File: config.mk
export PLATFORM = sky130hd
export DESIGN_NAME = reg_file_sb
export DESIGN_NICKNAME = d
export VERILOG_FILES = /design/src/rtl/reg_file_sb.sv
export SDC_FILE = /design/constraint.sdc
export NUM_CORES = 1
export LEC_CHECK = 0
export ABC_CLOCK_PERIOD_IN_PS = 4800
export CAP_MARGIN = 20
export CORE_UTILIZATION = 35
export CTS_BUF_LIST = sky130_fd_sc_hd__clkbuf_8
export DETAILED_ROUTE_END_ITERATION = 16
export SYNTH_ARGS = -nofsm -noshare
export SYNTH_HDL_FRONTEND = slang
export SYNTH_HIERARCHICAL = 1
export SYNTH_SLANG_ARGS = --single-unit
File: constraint.sdc
create_clock -name clk -period 4.8 [get_ports clk]
set_input_delay 0.48 -clock clk [delete_from_list [all_inputs] [get_ports clk]]
set_output_delay 0.48 -clock clk [all_outputs]
set_load 0.05 [all_outputs]
File: src/rtl/reg_file_sb.sv
// Register file with a pending-writeback scoreboard and combinational reads.
// It has two read ports, write-through bypass, an optional hard-zero r0 and a registered busy count.
module reg_file_sb_cell #(
  parameter int DW = 8
) (
  input  logic          clk,
  input  logic          rst_n,
  input  logic          i_we,
  input  logic          i_set,
  input  logic [DW-1:0] i_dat,
  output logic [DW-1:0] o_dat,
  output logic          o_busy,
  output logic          o_busy_nxt
);
  logic [DW-1:0] r_dat;
  logic          r_busy;

  // A same-edge issue is the newer producer, so it wins over the writeback clear.
  assign o_busy_nxt = i_set | (r_busy & ~i_we);
  assign o_dat      = r_dat;
  assign o_busy     = r_busy;

  always_ff @(posedge clk or negedge rst_n) begin
    if (!rst_n) begin
      r_dat  <= '0;
      r_busy <= 1'b0;
    end else begin
      if (i_we) r_dat <= i_dat;
      r_busy <= o_busy_nxt;
    end
  end
endmodule

module reg_file_sb #(
  parameter int DW      = 8,
  parameter int PW      = 4,
  parameter bit ZERO_R0 = 1'b0
) (
  input  logic          clk,
  input  logic          rst_n,
  input  logic          wr_en,
  input  logic [PW-1:0] wr_addr,
  input  logic [DW-1:0] dat_in,
  input  logic          iss_en,
  input  logic [PW-1:0] iss_addr,
  input  logic [PW-1:0] rd_addrA,
  input  logic [PW-1:0] rd_addrB,
  output logic [DW-1:0] datA_out,
  output logic [DW-1:0] datB_out,
  output logic          busyA,
  output logic          busyB,
  output logic [PW:0]   busy_cnt
);
  localparam int DEPTH = 1 << PW;
  localparam int NRD   = 2;

  logic [DEPTH-1:0][DW-1:0] w_core;
  logic [DEPTH-1:0]         w_busy;
  logic [DEPTH-1:0]         w_busy_nxt;
  logic [DEPTH-1:0]         w_we;
  logic [DEPTH-1:0]         w_set;
  logic [PW:0]              w_cnt_nxt;
  logic [PW:0]              r_cnt;

  genvar i;
  generate
    for (i = 0; i < DEPTH; i++) begin : g_reg
      // r0 in hard-zero mode never takes data and never becomes busy.
      localparam bit LIVE = !(ZERO_R0 && (i == 0));
      assign w_we[i]  = LIVE && wr_en  && (wr_addr  == PW'(i));
      assign w_set[i] = LIVE && iss_en && (iss_addr == PW'(i));
      reg_file_sb_cell #(.DW(DW)) u_cell (
        .clk       (clk),
        .rst_n     (rst_n),
        .i_we      (w_we[i]),
        .i_set     (w_set[i]),
        .i_dat     (dat_in),
        .o_dat     (w_core[i]),
        .o_busy    (w_busy[i]),
        .o_busy_nxt(w_busy_nxt[i])
      );
    end
  endgenerate

  logic [NRD-1:0][PW-1:0] w_rd_addr;
  logic [NRD-1:0][DW-1:0] w_rd_dat;
  logic [NRD-1:0]         w_rd_busy;

  assign w_rd_addr = {rd_addrB, rd_addrA};

  genvar p;
  generate
    for (p = 0; p < NRD; p++) begin : g_rd
      logic w_hit, w_iss, w_zero;
      assign w_hit  = wr_en  && (wr_addr  == w_rd_addr[p]);
      assign w_iss  = iss_en && (iss_addr == w_rd_addr[p]);
      assign w_zero = ZERO_R0 && (w_rd_addr[p] == '0);
      assign w_rd_dat[p]  = w_zero ? '0 : (w_hit ? dat_in : w_core[w_rd_addr[p]]);
      // The bypass resolves the dependency unless a same-address issue re-arms it.
      assign w_rd_busy[p] = w_busy[w_rd_addr[p]] & ~(w_hit & ~w_iss);
    end
  endgenerate

  assign datA_out = w_rd_dat[0];
  assign datB_out = w_rd_dat[1];
  assign busyA    = w_rd_busy[0];
  assign busyB    = w_rd_busy[1];

  always_comb begin
    w_cnt_nxt = '0;
    for (int k = 0; k < DEPTH; k++)
      w_cnt_nxt = w_cnt_nxt + {{PW{1'b0}}, w_busy_nxt[k]};
  end

  always_ff @(posedge clk or negedge rst_n) begin
    if (!rst_n) r_cnt <= '0;
    else        r_cnt <= w_cnt_nxt;
  end

  assign busy_cnt = r_cnt;
endmodule

==> summary.txt <==
status - complete, no violations
final antenna-violating net count - 0
gr usage total - 19.1%
Iter 0 DRT Violations - 502
clk_lat worst skew - 0.46 ns
register area share after synthesis - 38.9%
global route overflow - 0
routed len/inst - 24.7 um
global-route wire length before repair - 39200 um
Warnings, synthesis - 6
Routed WL - 25600 um
asr flop ratio synth - 100%
worst min path class - primary input to async pin
critical path startpoint category - primary input
most common cell after layout, fill and taps aside - dfrtp_1
# H-tree levels - 4
WS Path Type - primary input to flip-flop
P per Cell Area - 453 nW/um^2
vias in the first global route - 6346
register area - 3730 sq um
Slew headroom - 34.4%
root buf cell - clkbuf_8
post-route setup slack - 0.281 ns
FP Rows - 60
area of the mapped netlist - 9580 sq um
Worst-path clk slew - 0.09 ns
share of the cycle needed by the critical path after routing - 94.1%
port bufs - 50
Core ar. - 26900 sq um
area of the multi-input gates - 5310 sq um
Initial DRT Pass Iterations - 5
area grow syn2layout - 13.6%
layout cells sized above 1 - 38.5%
Syn Nets - 649
post-DP HPWL - 16800 um
crit path time final - 4.52 ns
CTS Sinks - 149
RSZ-0062 raised after global routing - no
crit path cell chain - clkdlybuf4s50_1 > nand3_1 > nor2_1 > inv_1 > a21o_1 > fa_1 > inv_1 > fa_1 > fa_1 > fa_1 > fa_1 > fa_1 > nor2b_1 > o21a_1
Die Area - 28000 sq um
Hold Slack - 0.492 ns
Max Cap Viol - 0
Distinct cells, synth - 35
final hold viol count - 0
FILL cells - 2463
Mapped Cells - 606
DRC viols - 0
largest net degree at the start of global routing - 60
Final #Nets - 723
CTS tree - built
Die X - 167 um
setup total negative slack - 0 ns
leakage power - 4.91 nW
Initial Util - 35.7%
worst-case clock buffer depth - 2
worst slew pin tran - 0.977 ns
CP max-delay cell - fa_1
CP max stage delay - 0.56 ns
EDFF count, synth - 0
top_reg_cell synth - dfrtp_1
Fmax achieved - 221 MHz
die height - 167 um
Worst setup EP type - flip-flop
Setup-failing EPs final - 0
Worst EP required - 5.21 ns
Placer Congestion - 0.856
drt via density - 5.52
CTS resizes - 0
Avg Inst Size Synth - 15.8 sq um
commonest non-fill, non-tap cells in the layout - dfrtp_1 (149), mux2_4 (128), mux2i_1 (48), buf_4 (48), mux4_1 (45)
vias post-DR - 5713
Slew Viols, Final - 0
TritonCTS Buffers - 17
Worst Skew - 0.00763 ns
#FFs+latches synth - 149
CP arrival - 4.93 ns
# Post-CTS Setup Buffers - 0
boundary pin count - 51
Crit Path Max Fanout - 4
Peak supply drop - 0.000762 V
Critical Path Most Common Cell - fa_1
initial antenna violation count - 1
dpl ws - -0.187 ns
## path summary, 6_finish.rpt
path                                                 startpoint                                    end  slack [ns]  depth (start not counted)
min                                                       rst_n      g_reg[11].u_cell/o_busy$_DFF_PN0_        0.49                          2
max reg2reg                    g_reg[7].u_cell/o_busy$_DFF_PN0_                  busy_cnt[4]$_DFF_PN0_        0.89                         10
max                                                       wr_en                  busy_cnt[4]$_DFF_PN0_        0.28                         14
min in group clk           g_reg[3].u_cell/o_dat[4]$_DFFE_PN0P_   g_reg[3].u_cell/o_dat[4]$_DFFE_PN0P_        0.53                          1
min reg2reg                g_reg[3].u_cell/o_dat[4]$_DFFE_PN0P_   g_reg[3].u_cell/o_dat[4]$_DFFE_PN0P_        0.53                          1
max in group asynchronous                                 rst_n  g_reg[12].u_cell/o_dat[3]$_DFFE_PN0P_        3.18                          3
## power breakdown
| part | total [W] | switching [W] | internal [W] |
|---|---|---|---|
| registers | 0.00180 | 0.000227 | 0.00157 |
| logic | 0.00213 | 0.000984 | 0.00114 |
| clock network | 0.00101 | 0.000539 | 0.000474 |
## Yosys cell counts (all sizes together) (2+ instances only)
master / instances / share of area, %
fa: 10 / 2.1
nor3: 10 / 0.52
buf: 32 / 3.5
clkbuf: 12 / 0.87
a21o: 17 / 1.3
xnor2: 6 / 0.55
nand3: 4 / 0.21
nand2b: 4 / 0.26
nand3b: 4 / 0.31
dfrtp: 149 / 39
mux2i: 48 / 5.0
inv: 38 / 1.5
nor4: 2 / 0.44
nand2: 4 / 0.16
or3b: 2 / 0.18
ha: 5 / 0.65
a21boi: 2 / 0.16
xor2: 12 / 1.1
mux2: 144 / 22
mux4: 74 / 19
nor2: 24 / 0.94
## logic make-up (layout without fill, tap and decap cells)
group                      Yosys count  count (layout)  share of synthesized area, %
AOI/OAI and AO/OA                   21              21                          1.62
xor gates and xnor gates            18              18                          1.64
adders and majority gates           15              15                          2.74
buffers and inverters               82             169                          5.87
DFF                                149             149                          38.9
muxes                              266             266                          46.1
other                                0               1                             0
and+or+nand+nor                     55              55                          3.09
## metrics by stage
| stage | total power (W) | utilization [%] | std cells | area (sq um) |
|---|---|---|---|---|
| finish | 0.00494 | 40.5 | 1035 | 10900 |
| floorplan | 0.00336 | - | 606 | 9580 |
| detailed placement | 0.00394 | 39.0 | 1001 | 10500 |
| global placement | 0.00384 | 39.0 | 1001 | 10500 |
| CTS | 0.00499 | 40.5 | 1034 | 10900 |
| global route | 0.00523 | 40.5 | 1035 | 10900 |
## worst max-delay path, delay by kind of cell
family / cells / cell delay (ns)
buffers and inverters: 3 / 0.65
and+or+nand+nor: 3 / 0.57
adders and majority gates: 6 / 2.90
AOI/OAI and AO/OA: 2 / 0.34
## what timing repair did
item	4_1_cts	5_1_grt
hold buffers	1	0
hold endpoints to repair	38	0
setup endpoints to repair	0	0
## per-layer routing
layer,share of wire [%],global-route usage (%)
met2,48,30.2
met3,4.6,4.23
met4,2.1,5.50
met5,0,0
met1,45,26.2
## final cells by class
type | count | share of cell area [%]
clock buffer | 17 | 2.15
tap | 341 | 3.92
antenna | 1 | 0.0230
timing repair buffer | 99 | 8.05
multi-input combinational | 375 | 48.8
clock inverter | 15 | 1.53
sequential | 149 | 34.2
inverter | 38 | 1.31
## state kept, by name (all words and copies together) (netlist names)
| name | flops |
|---|---|
| busy_cnt | 5 |
| g.u_cell/o_busy | 16 |
| g.u_cell/o_dat | 128 |
(Power assumes the default switching activity.)
